### src/rtl/ptmch_trg_sched_if.sv
// Host/matcher-side bundle of the trigger scheduler: event inputs, config,
// and status/trigger outputs.
interface ptmch_trg_sched_if #(
  parameter int P_NCH   = 5,
  parameter int P_DLY_W = 8,
  parameter int P_WID_W = 8,
  parameter int P_HLD_W = 16
);
  logic               ARM;
  logic [P_NCH-1:0]   TRG_IN;
  logic [P_NCH-1:0]   CH_EN;
  logic [P_DLY_W-1:0] DLY_CFG;
  logic [P_WID_W-1:0] WID_CFG;
  logic [P_HLD_W-1:0] HLD_CFG;
  logic               OVF_CLR;
  logic               TRG_OUT;
  logic [2:0]         TRG_CH;
  logic               BUSY;
  logic [P_NCH-1:0]   PEND;
  logic [P_NCH-1:0]   OVF_STKY;
  logic [15:0]        TRG_CNT;

  modport master (
    output ARM, TRG_IN, CH_EN, DLY_CFG, WID_CFG, HLD_CFG, OVF_CLR,
    input  TRG_OUT, TRG_CH, BUSY, PEND, OVF_STKY, TRG_CNT
  );

  modport slave (
    input  ARM, TRG_IN, CH_EN, DLY_CFG, WID_CFG, HLD_CFG, OVF_CLR,
    output TRG_OUT, TRG_CH, BUSY, PEND, OVF_STKY, TRG_CNT
  );
endinterface

### src/rtl/ptmch_trg_sched.sv
// Round-robin scheduler for the SPI-opcode trigger lines: one pending event
// per channel, single trigger output with programmable delay/width/holdoff.
module ptmch_trg_sched #(
  parameter int P_NCH   = 5,
  parameter int P_DLY_W = 8,
  parameter int P_WID_W = 8,
  parameter int P_HLD_W = 16
) (
  input logic                CLK160M,
  input logic                RESET,
  ptmch_trg_sched_if.slave   bus
);

  localparam int CW = (P_HLD_W > P_DLY_W) ?
                      ((P_HLD_W > P_WID_W) ? P_HLD_W : P_WID_W) :
                      ((P_DLY_W > P_WID_W) ? P_DLY_W : P_WID_W);
  localparam int unsigned NCH_U = P_NCH;

  typedef enum logic [1:0] {S_IDLE, S_DELAY, S_PULSE, S_HOLD} state_e;

  state_e             state_q, state_d;
  logic [2:0]         ptr_q, ptr_d;
  logic [2:0]         trg_ch_q, trg_ch_d;
  logic [P_NCH-1:0]   pend_q, pend_d;
  logic [P_NCH-1:0]   ovf_q, ovf_d;
  logic [P_NCH-1:0]   trg_in_q;
  logic               trg_out_q, trg_out_d;
  logic [15:0]        cnt_q, cnt_d;
  logic [CW-1:0]      tmr_q, tmr_d;
  logic [P_WID_W-1:0] wid_m1_q, wid_m1_d;
  logic [P_HLD_W-1:0] hld_q, hld_d;

  logic [P_NCH-1:0]   ev;
  logic               gnt_vld;
  logic [2:0]         gnt_idx;
  logic               grant;

  assign ev = bus.TRG_IN & ~trg_in_q & bus.CH_EN & {P_NCH{bus.ARM}};

  // First pending channel after the last grant, wrapping modulo P_NCH.
  always_comb begin
    int unsigned idx;
    idx     = 0;
    gnt_vld = 1'b0;
    gnt_idx = '0;
    for (int unsigned k = 1; k <= NCH_U; k++) begin
      idx = (32'(ptr_q) + k) % NCH_U;
      if (!gnt_vld && pend_q[idx]) begin
        gnt_vld = 1'b1;
        gnt_idx = 3'(idx);
      end
    end
  end

  always_comb begin
    state_d  = state_q;
    ptr_d    = ptr_q;
    trg_ch_d = trg_ch_q;
    cnt_d    = cnt_q;
    tmr_d    = tmr_q;
    wid_m1_d = wid_m1_q;
    hld_d    = hld_q;
    grant    = 1'b0;

    unique case (state_q)
      S_IDLE: begin
        if (gnt_vld) begin
          grant    = 1'b1;
          ptr_d    = gnt_idx;
          trg_ch_d = gnt_idx;
          wid_m1_d = (bus.WID_CFG == '0) ? '0 : bus.WID_CFG - P_WID_W'(1);
          hld_d    = bus.HLD_CFG;
          if (bus.DLY_CFG == '0) begin
            state_d = S_PULSE;
            tmr_d   = CW'((bus.WID_CFG == '0) ? '0 : bus.WID_CFG - P_WID_W'(1));
            cnt_d   = cnt_q + 16'd1;
          end else begin
            state_d = S_DELAY;
            tmr_d   = CW'(bus.DLY_CFG) - CW'(1);
          end
        end
      end
      S_DELAY: begin
        if (tmr_q == '0) begin
          state_d = S_PULSE;
          tmr_d   = CW'(wid_m1_q);
          cnt_d   = cnt_q + 16'd1;
        end else begin
          tmr_d = tmr_q - CW'(1);
        end
      end
      S_PULSE: begin
        if (tmr_q != '0) begin
          tmr_d = tmr_q - CW'(1);
        end else if (hld_q == '0) begin
          state_d = S_IDLE;
        end else begin
          state_d = S_HOLD;
          tmr_d   = CW'(hld_q) - CW'(1);
        end
      end
      S_HOLD: begin
        if (tmr_q == '0) state_d = S_IDLE;
        else             tmr_d   = tmr_q - CW'(1);
      end
      default: state_d = S_IDLE;
    endcase

    trg_out_d = (state_d == S_PULSE);
  end

  // Grant clears before the new event is merged, so a same-cycle re-trigger
  // of the granted channel re-pends without counting as an overflow.
  always_comb begin
    pend_d = pend_q;
    ovf_d  = ovf_q;
    if (bus.OVF_CLR) ovf_d = '0;
    if (grant) pend_d[gnt_idx] = 1'b0;
    ovf_d  = ovf_d | (ev & pend_d);
    pend_d = pend_d | ev;
    if (!bus.ARM) pend_d = '0;
  end

  always_ff @(posedge CLK160M) begin
    if (RESET) begin
      state_q   <= S_IDLE;
      ptr_q     <= 3'(P_NCH - 1);
      trg_ch_q  <= '0;
      pend_q    <= '0;
      ovf_q     <= '0;
      trg_in_q  <= '0;
      trg_out_q <= 1'b0;
      cnt_q     <= '0;
      tmr_q     <= '0;
      wid_m1_q  <= '0;
      hld_q     <= '0;
    end else begin
      state_q   <= state_d;
      ptr_q     <= ptr_d;
      trg_ch_q  <= trg_ch_d;
      pend_q    <= pend_d;
      ovf_q     <= ovf_d;
      trg_in_q  <= bus.TRG_IN;
      trg_out_q <= trg_out_d;
      cnt_q     <= cnt_d;
      tmr_q     <= tmr_d;
      wid_m1_q  <= wid_m1_d;
      hld_q     <= hld_d;
    end
  end

  assign bus.TRG_OUT  = trg_out_q;
  assign bus.TRG_CH   = trg_ch_q;
  assign bus.BUSY     = (state_q != S_IDLE);
  assign bus.PEND     = pend_q;
  assign bus.OVF_STKY = ovf_q;
  assign bus.TRG_CNT  = cnt_q;

endmodule

### src/flat_wrapper.sv
// flat-port wrapper written by rule: the top's interface ports become plain ports
module ptmch_trg_sched_flat 
#(
  parameter int P_NCH   = 5,
  parameter int P_DLY_W = 8,
  parameter int P_WID_W = 8,
  parameter int P_HLD_W = 16
)
  (CLK160M, RESET, bus_ARM, bus_TRG_IN, bus_CH_EN, bus_DLY_CFG, bus_WID_CFG, bus_HLD_CFG, bus_OVF_CLR, bus_TRG_OUT, bus_TRG_CH, bus_BUSY, bus_PEND, bus_OVF_STKY, bus_TRG_CNT);
  ptmch_trg_sched_if #(.P_NCH(P_NCH), .P_DLY_W(P_DLY_W), .P_WID_W(P_WID_W), .P_HLD_W(P_HLD_W)) bus_i ();
  input logic CLK160M;
  input logic RESET;
  input wire logic [$bits(bus_i.ARM)-1:0] bus_ARM;
  input wire logic [$bits(bus_i.TRG_IN)-1:0] bus_TRG_IN;
  input wire logic [$bits(bus_i.CH_EN)-1:0] bus_CH_EN;
  input wire logic [$bits(bus_i.DLY_CFG)-1:0] bus_DLY_CFG;
  input wire logic [$bits(bus_i.WID_CFG)-1:0] bus_WID_CFG;
  input wire logic [$bits(bus_i.HLD_CFG)-1:0] bus_HLD_CFG;
  input wire logic [$bits(bus_i.OVF_CLR)-1:0] bus_OVF_CLR;
  output wire logic [$bits(bus_i.TRG_OUT)-1:0] bus_TRG_OUT;
  output wire logic [$bits(bus_i.TRG_CH)-1:0] bus_TRG_CH;
  output wire logic [$bits(bus_i.BUSY)-1:0] bus_BUSY;
  output wire logic [$bits(bus_i.PEND)-1:0] bus_PEND;
  output wire logic [$bits(bus_i.OVF_STKY)-1:0] bus_OVF_STKY;
  output wire logic [$bits(bus_i.TRG_CNT)-1:0] bus_TRG_CNT;
  assign bus_i.ARM = bus_ARM;
  assign bus_i.TRG_IN = bus_TRG_IN;
  assign bus_i.CH_EN = bus_CH_EN;
  assign bus_i.DLY_CFG = bus_DLY_CFG;
  assign bus_i.WID_CFG = bus_WID_CFG;
  assign bus_i.HLD_CFG = bus_HLD_CFG;
  assign bus_i.OVF_CLR = bus_OVF_CLR;
  assign bus_TRG_OUT = bus_i.TRG_OUT;
  assign bus_TRG_CH = bus_i.TRG_CH;
  assign bus_BUSY = bus_i.BUSY;
  assign bus_PEND = bus_i.PEND;
  assign bus_OVF_STKY = bus_i.OVF_STKY;
  assign bus_TRG_CNT = bus_i.TRG_CNT;
  ptmch_trg_sched #(.P_NCH(P_NCH), .P_DLY_W(P_DLY_W), .P_WID_W(P_WID_W), .P_HLD_W(P_HLD_W)) u_core (.CLK160M(CLK160M), .RESET(RESET), .bus(bus_i));
endmodule
### config.mk
export PLATFORM = sky130hd
export DESIGN_NAME = ptmch_trg_sched_flat
export DESIGN_NICKNAME = d
export VERILOG_FILES = /design/src/rtl/ptmch_trg_sched_if.sv /design/src/rtl/ptmch_trg_sched.sv /design/src/flat_wrapper.sv
export SDC_FILE = /design/constraint.sdc
export NUM_CORES = 1
export LEC_CHECK = 0
export CORE_MARGIN = 2
export CORE_UTILIZATION = 57
export CTS_CLUSTER_DIAMETER = 200
export CTS_CLUSTER_SIZE = 24
export DETAILED_ROUTE_END_ITERATION = 12
export PLACE_DENSITY = 0.83
export SETUP_SLACK_MARGIN = 0.2
export SYNTH_ARGS = -nofsm -noshare
export SYNTH_HDL_FRONTEND = slang
export SYNTH_SLANG_ARGS = --single-unit
### constraint.sdc
create_clock -name CLK160M -period 6.05 [get_ports CLK160M]
set_clock_uncertainty 0.05 [all_clocks]
set_input_delay 1.815 -clock CLK160M [delete_from_list [all_inputs] [get_ports CLK160M]]
set_output_delay 1.815 -clock CLK160M [all_outputs]
set_load 0.01 [all_outputs]
Yosys cells after proc, flatten, opt, wreduce, memory -nomap -nowiden. Cells that the tools add are included.

Register bits after elaboration: 80. Input bits: 46. Logic and storage cells: 120.

Add/sub/neg operators: 11. Divide/modulo/power cells: 5. Order comparisons: 7. Eq/ne operators: 9. Multiplexer cells: 46. Bitwise gates (word level): 10. Reductions and logical operators: 21.

Operators by type and width (count): 32-bit by 4-bit < comparator with 1-bit output, second input constant (5); 32-bit by 3-bit remainder unit with 32-bit output, second input constant (5); 16-bit two-way mux (10); 16-bit case mux with 4 select lines (1); 16-bit logical NOT (2); 16-bit case mux with 2 select lines (1); 16-bit by 1-bit subtractor with 16-bit output, second input constant (2); 5-bit AND (5); 8-bit by 1-bit subtractor with 9-bit output, second input constant (2); 16-bit by 1-bit adder with 16-bit output, second input constant (1); 8-bit logical NOT (2); 16-bit nonzero test (1); 1-bit binary-select mux with 3-bit select (5); 3-bit two-way mux (5); 1-bit two-way mux (13); 2-bit two-way mux (6); 5-bit two-way mux (2); 5-bit NOT (2); 5-bit OR (2); 3-bit by 2-bit adder with 4-bit output, second input constant (2); 3-bit by 3-bit adder with 4-bit output, second input constant (2); 8-bit two-way mux (1); 2-bit case mux with 4 select lines (1); 8-bit by 1-bit subtractor with 8-bit output, second input constant (1); other kinds (18) (30).

Logic depth before layout (Yosys ltp). Gate-level depths: netlist of the first run.

Depth after elaboration: 26. Mapped depth: 25. Mapped depth without buffers: 19.

Worst setup path before layout of the first run. Ideal clock, no wire load.

Path kind: register to register. Start: reg u_core.bus.TRG_CH[0] (netlist name). End: reg u_core.ovf_q[0], in the netlist u_core.bus.OVF_STKY[0]. Library setup time: 0.129 ns. Data arrival time: 5.300 ns. Required time: 5.871 ns. Path slack: 0.571 ns. Stages on the path, launching flop included: 23. Path buffers: 4. Period minus slack after synthesis: 5.479 ns. Cells stage by stage: dfxtp_1 > buf_2 > buf_2 > inv_1 > clkbuf_1 > ha_1 > clkbuf_1 > clkinv_1 > ha_1 > or3b_2 > o22ai_1 > or2_2 > ha_1 > nand2b_1 > o2111ai_1 > o211ai_1 > a211o_1 > a32o_1 > or3b_1 > or3_1 > o32a_1 > nor3b_2 > o41ai_2.

RTL lines: end signal, assigned (line ptmch_trg_sched.sv:142) `ovf_q <= ovf_d;`; end, declared (line ptmch_trg_sched.sv:25) `logic [P_NCH-1:0] ovf_q, ovf_d;`.

==> flow_metrics.py, run 1 <==
metrics = {
    "run_status": {
        "outcome": "finished clean",
    },
    "synth": {
        "synthTopCellsByArea": "dfxtp_1 25%, ha_1 6.4%, nor2_1 5.3%",
        "yosys_warnings": 0,
        "syn_inst": 789,
        "synth.most_common_cell": "nor2_1",
        "ys_async_sr_fraction_pct": 0,
        "synth_area_leader_cell": "dfxtp_1",
        "syn_avg_cell_area_um2": 7.891,
        "syn_area_mm2": 0.006226,
        "yosysTopAreaCellShare_pct": 25.08,
        "ys_types": 85,
        "ys_seq_area_share_pct": 25.08,
        "syn_nets": 867,
        "synth-seq-cells": 78,
        "synthTopCellsByCount": "88 x nor2_1, 78 x dfxtp_1, 60 x nand2_1",
        "synth-main-ff-cell": "dfxtp_1",
        "synth-edff-count": 0,
    },
    "detailed_routing": {
        "post_drt_wl_per_cell_um": 16.75,
        "wl_um": 16540,
        "ant_nets": 0,
        "drcViolationCount": 0,
        "drt_iter0_drc": 387,
        "first_pass_iters": 5,
        "routed-via-count": 6192,
        "via_per_inst": 6.274,
    },
    "clock_tree": {
        "clock_path_buffers": 2,
        "path_clk_slew_ps": 100,
        "clk_latency_ps": 360,
        "cts_root_buffer": "clkbuf_8",
        "clock-sinks": 78,
        "cts_tree": "built",
        "h-tree-depth": 3,
        "cts_made_buffers": 9,
    },
    "placed_design": {
        "dp_hpwl_um": 12300,
        "gp_congestion": 0.9008,
        "place_ws_ps": 651.5,
        "dp.cells": 971,
        "port_buffers": 76,
    },
    "power": {
        "pwr-share-clk_pct": 8.6,
        "leakagePower_nw": 2.730,
        "pwr-share-comb_pct": 73.7,
        "power_density_mw_per_mm2": 593.9,
        "sw_frac_of_total_pct": 51.73,
        "p_int_mw": 2.071,
        "p_seq_share_pct": 17.7,
        "vdd_ir_drop_max_v": 0.0004157,
        "p_sw_mw": 2.220,
    },
    "worst_setup_path": {
        "timing.rr.end": "u_core.tmr_q[0]$_SDFFE_PP0P_",
        "worst_path_largest_cell_delay_ps": 610,
        "critical_path.endpoint": "u_core.tmr_q[0]$_SDFFE_PP0P_",
        "crit_slowest_cell": "or4_1",
        "path_max_fanout": 18,
        "r2r_slack_ps": 600,
        "criticalPathCategory": "reg2reg",
        "startpoint_type": "flip-flop",
        "cp_common_cell": "ha_1",
        "critPathLaunch": "u_core.bus.TRG_CH[0]$_SDFFE_PP0N_",
        "end_kind": "flip-flop",
        "critPathArrivalTime_ps": 5670,
        "r2r-start": "u_core.bus.TRG_CH[0]$_SDFFE_PP0N_",
        "path_cells": "inv_1 -> buf_4 -> ha_1 -> xnor2_2 -> inv_2 -> ha_1 -> or3b_2 -> o22ai_1 -> or2_2 -> ha_1 -> nand2b_1 -> o2111ai_1 -> o211ai_1 -> a211o_1 -> a32o_1 -> nand3b_1 -> or4_1 -> o31ai_4 -> a211oi_1 -> a211oi_1",
        "reg2regPathDepth": 20,
        "required_ps": 6270,
    },
    "timing": {
        "hold_viol_final": 0,
        "tns_ps": 0,
        "fin_ws_ps": 599.4,
        "fin_crit_sh_pct": 90.09,
        "worstMarginPinSlew_ps": 848.1,
        "setup_violations": 0,
        "maxSlewViolCount": 0,
        "rsz0062_at_grt": "no",
        "fmax_ghz": 0.1835,
        "layout_min_cycle_time_ps": 5451,
        "relSlewSlack_pct": 43.46,
    },
    "job": {
        "cap_violations": 0,
    },
    "global_routing": {
        "use_met3_pct": 4.461,
        "grt_pass1_vias": 5749,
        "busiest_layer": "met2",
        "overflow": 0,
        "grt_usage_pct": 28.57,
        "antenna_found_initial": 0,
        "groute.layer.met2.usage_pct": 49.96,
        "grt_max_degree": 56,
        "use_met1_pct": 34.71,
        "grt_pass1_wl_um": 27080,
    },
    "layout": {
        "fin_util_pct": 67.25,
        "drive_gt1_share_pct": 8.028,
        "stdcell_count": 987,
        "finalNetCount": 920,
        "antenna_cells": 0,
        "syn_to_final_growth_pct": 16.06,
    },
    "die": {
        "rows": 38,
        "fp.dieW_um": 108.5,
        "io_pins": 77,
        "initial_core_util_pct": 57.94,
        "fp.dieH_um": 108.5,
        "fp.coreArea_mm2": 0.01075,
        "die-area_mm2": 0.01177,
    },
    "worst_hold_path": {
        "hold_path_depth": 2,
        "hold_class": "reg2reg",
    },
}
cell families after synthesis:
logic type,Yosys count,share of synthesized area (%)
buf+inv,81,5.687
simple gates,310,26.17
xor+xnor,40,6.170
fa+ha+maj,32,6.431
flops,78,25.08
compound gates,212,24.02
mux,36,6.451
layer usage:
metal | vias to the layer above | part of all wire (%)
li1 | 3013 | -
met1 | 2899 | 40
met2 | 247 | 51
met3 | 33 | 6.5
met4 | 0 | 2.8
met5 | - | 0
power groups by stage:
stage	clock, mW	sequential [mW]	combinational [mW]
after floorplan	0	0.710	2.50
after global placement	0	0.761	3.02
after detailed placement	0	0.767	3.11
after CTS	0.376	0.756	3.13
after global routing	0.398	0.775	3.47
final	0.367	0.759	3.16
critical path: cells and delay by family, from the launching register on:
family / cells / cell delay, ps
xor gates and xnor gates: 1 / 290
adders and majority gates: 3 / 770
DFF: 1 / 380
and+or+nand+nor: 5 / 1630
buffers and inverters: 3 / 350
AOI/OAI and AO/OA: 8 / 1880
flip-flops by register name, summed over array words and instances, names as in the netlist:
name	count
u_core.ptr_q	1
u_core.hld_q	16
u_core.bus.TRG_CH	3
u_core.wid_m1_q	8
u_core.bus.TRG_CNT	16
u_core.tmr_q	16
u_core.trg_in_q	5
u_core.bus.OVF_STKY	5
u_core.bus.TRG_OUT	1
u_core.state_q	2
u_core.bus.PEND	5
worst min-delay path by stage:
| stage | start | to | slack, ps |
|---|---|---|---|
| after floorplan | u_core.wid_m1_q[0]$_SDFFE_PP0N_ | u_core.wid_m1_q[0]$_SDFFE_PP0N_ | 400 |
| after global placement | u_core.bus.TRG_CH[2]$_SDFFE_PP0N_ | u_core.bus.TRG_CH[2]$_SDFFE_PP0N_ | 410 |
| after detailed placement | u_core.bus.TRG_CH[2]$_SDFFE_PP0N_ | u_core.bus.TRG_CH[2]$_SDFFE_PP0N_ | 420 |
| after CTS | u_core.bus.TRG_CH[2]$_SDFFE_PP0N_ | u_core.bus.TRG_CH[2]$_SDFFE_PP0N_ | 430 |
| after global routing | u_core.bus.TRG_CH[2]$_SDFFE_PP0N_ | u_core.bus.TRG_CH[2]$_SDFFE_PP0N_ | 470 |
| final | u_core.bus.TRG_CH[2]$_SDFFE_PP0N_ | u_core.bus.TRG_CH[2]$_SDFFE_PP0N_ | 430 |
timing repair:
item | in CTS | in global routing
resized for setup | 0 | 1
hold buffers | 0 | 0
setup buffers | 0 | 0
setup endpoints to repair | 0 | 1
area by class of cell:
cell class / count / area [um^2]
multi-input cells: 630 / 4324
fillers: 928 / 3520
flip-flops and latches: 78 / 1563
repair buffers: 86 / 843.3
well taps: 140 / 175.2
inverters: 37 / 138.9
clock buffers: 9 / 123.9
clock inverters: 7 / 57.56
cell usage in the layout, fill, tap and decap left out, types with 4 or more instances in the layout:
master           instances
a211oi_1                13
a21oi_1                 55
a222oi_1                 4
a22oi_1                  7
a31oi_1                  8
and3_1                   6
buf_4                    9
clkbuf_8                 9
clkdlybuf4s50_1         75
dfxtp_1                 77
ha_1                    32
inv_1                   32
mux2i_1                 30
nand2_1                 60
nand2b_1                20
nand3_1                 14
nand3b_1                 4
nand4_1                  4
nand4b_1                 7
nor2_1                  88
nor2b_1                 18
nor3_1                  26
nor4_1                   7
o2111ai_1                5
o211ai_1                 5
o21a_1                   5
o21ai_0                 32
o21ai_1                  7
o22ai_1                 10
o31a_1                   4
o31ai_1                 14
or3_1                   16
or3b_2                   6
or4_1                   11
xnor2_1                 28
xor2_1                   9
stage by stage:
| stage | hold WS [ps] | power, mW | instance area (um^2) |
|---|---|---|---|
| 2_1_floorplan | 401.3 | 3.211 | 6226 |
| 3_3_place_gp | 408.8 | 3.782 | 7043 |
| 3_5_place_dp | 417.9 | 3.877 | 7043 |
| 4_1_cts | 430.8 | 4.257 | 7224 |
| 5_1_grt | 470.4 | 4.643 | 7226 |
| 6_report | 425.9 | 4.291 | 7226 |
No activity file was read; power rests on OpenSTA's default activity.
==> run 2: changes to the inputs <==
Settings changed: CAP_MARGIN from default to 20.
Clock period 6.05 ns to 5.5 ns, I/O delays scaled along.
==> run 2 against run 1 <==
Net effect:
- non-clock buffer count increased by 5
- global-route usage increased by 0.31 points
- die area unchanged
- critical path type unchanged
- count of clock-buffer cells in the layout increased by 2
- setup slack got worse by 130 ps
- first-iteration DRC count increased by 21%
- wire length increased by 2.7%
- via count increased by 1.4%
- fmax increased by 8.2%
- worst hold slack improved by 2.8 ps
- final area increased by 1.9%
==> flow_metrics.py, run 2 (same netlist as run 1, synthesis figures left out) <==
metrics = {
    "timing": {
        "relSlewSlack_pct": 48.67,
        "worstMarginPinSlew_ps": 770.0,
        "timing.hold.ws_ps": 428.7,
        "fmax_ghz": 0.1986,
        "setup_violations": 0,
        "hold_viol_final": 0,
        "fin_crit_sh_pct": 91.55,
        "maxSlewViolCount": 0,
        "rsz0062_at_grt": "no",
        "layout_min_cycle_time_ps": 5035,
        "tns_ps": 0,
    },
    "worst_setup_path": {
        "criticalPathCategory": "reg2reg",
        "required_ps": 5700,
        "critPathArrivalTime_ps": 5230,
        "path_max_fanout": 9,
        "startpoint_type": "flip-flop",
        "end_kind": "flip-flop",
    },
    "power": {
        "vdd_ir_drop_max_v": 0.0004191,
        "leakagePower_nw": 2.798,
        "power_density_mw_per_mm2": 679.5,
    },
    "detailed_routing": {
        "drt_iter0_drc": 470,
        "ant_nets": 0,
        "drcViolationCount": 0,
        "first_pass_iters": 5,
        "via_per_inst": 6.335,
        "wl_um": 16980,
        "routed-via-count": 6278,
        "post_drt_wl_per_cell_um": 17.14,
    },
    "die": {
        "rows": 38,
        "fp.dieH_um": 108.5,
        "die-area_mm2": 0.01177,
        "initial_core_util_pct": 57.94,
        "fp.dieW_um": 108.5,
        "io_pins": 77,
        "fp.coreArea_mm2": 0.01075,
    },
    "layout": {
        "final_common_cell": "nor2_1",
        "fin_util_pct": 68.54,
        "fillers": 867,
        "seq_area_mm2": 0.001569,
        "finalNetCount": 925,
        "drive_gt1_share_pct": 8.813,
        "layout_common_cells": "88 x nor2_1, 76 x dfxtp_1, 75 x clkdlybuf4s50_1",
        "syn_to_final_growth_pct": 18.29,
        "final_area_mm2": 0.007365,
        "multi_input_comb_area_mm2": 0.004348,
        "antenna_cells": 0,
    },
    "global_routing": {
        "grt_max_degree": 55,
        "grt_pass1_vias": 5804,
        "antenna_found_initial": 0,
        "grt_usage_pct": 28.89,
        "grt_pass1_wl_um": 27630,
        "overflow": 0,
    },
    "clock_tree": {
        "clock_path_buffers": 2,
        "cts_tree": "built",
        "path_clk_slew_ps": 80,
        "cts_made_buffers": 9,
        "h-tree-depth": 3,
        "ctsHoldBuffers": 0,
        "clock-sinks": 78,
        "cts_root_buffer": "clkbuf_8",
        "clk_latency_ps": 360,
    },
    "placed_design": {
        "place_area_mm2": 0.007044,
        "gp_congestion": 0.9239,
        "port_buffers": 76,
        "dp_hpwl_um": 12340,
    },
    "worst_hold_path": {
        "hold_class": "reg2reg",
    },
    "run_status": {
        "outcome": "finished clean",
    },
    "job": {
        "cap_violations": 0,
    },
}
==> run 2: changes by cell type in the layout (fill, tap and decap cells not counted), moves of 2 or more <==
cell,delta
buf_4,+5
bufinv_16,+4
clkbuf_1,+2
clkinv_4,-2
clkinvlp_4,-3
dfxtp_4,+2
inv_6,-2
==> run 2: stage by stage <==
step	instances	worst slack, ps	power, mW
2_1_floorplan	789	211.0	3.535
3_3_place_gp	971	412.8	4.137
3_5_place_dp	971	123.6	4.256
4_1_cts	986	230.0	4.831
5_1_grt	991	200.0	5.362
6_report	991	464.6	5.004
==> run 2: power by group <==
| group | leakage [nW] | switching (mW) | internal (mW) |
|---|---|---|---|
| Combinational | 2.04 | 2.09 | 1.50 |
| Clock | 0.124 | 0.217 | 0.346 |
| Sequential | 0.639 | 0.159 | 0.688 |
| Total | 2.80 | 2.47 | 2.54 |
==> run 2: per-layer routing <==
layer,routed length (um),share of wire [%],GRT usage (%),vias to the layer above
li1,-,-,-,3029
met1,6939,41,34.29,2964
met2,8786,52,52.32,241
met3,804,4.7,4.882,44
met4,452,2.7,9.799,0
met5,0,0,0,-
==> run 2: critical path, stage by stage (launching register included) <==
cell       delay (ps)
dfxtp_1           410
inv_1              80
ha_1              280
xnor2_4           230
inv_2              80
ha_1              240
or3b_2            440
o22ai_1           190
or2_2             200
ha_1              200
nand2b_1           90
o2111ai_1         110
o211ai_1          260
a211o_1           340
a32o_1            300
nand3b_1          290
o31ai_4           350
buf_4             200
a31oi_1            50
and2_1            180
o41ai_1           350
==> run 2: layout make-up <==
class | count | area share, %
multi-input cells | 630 | 59.04
flip-flops and latches | 78 | 21.30
repair buffers | 91 | 11.96
well taps | 140 | 2.379
inverters | 37 | 1.903
clock buffers | 11 | 1.784
clock inverters | 4 | 1.631
==> run 2: path summary, 6_finish.rpt <==
path | end | startpoint | slack, ps | depth (start not counted)
setup / recovery | u_core.bus.OVF_STKY[2]$_SDFF_PP0_ | u_core.bus.TRG_CH[0]$_SDFFE_PP0N_ | 460 | 20
hold / removal | u_core.bus.OVF_STKY[4]$_SDFF_PP0_ | u_core.bus.OVF_STKY[4]$_SDFF_PP0_ | 430 | 2
setup reg to reg | u_core.bus.OVF_STKY[2]$_SDFF_PP0_ | u_core.bus.TRG_CH[0]$_SDFFE_PP0N_ | 460 | 20
hold reg to reg | u_core.bus.OVF_STKY[4]$_SDFF_PP0_ | u_core.bus.OVF_STKY[4]$_SDFF_PP0_ | 430 | 2
==> run 2: what timing repair did <==
| item | 4_1_cts | 5_1_grt |
|---|---|---|
| resized for setup | 1 | 8 |
| pin swaps | 0 | 3 |
| setup buffers | 0 | 5 |
| endpoints found under the setup margin | 15 | 68 |
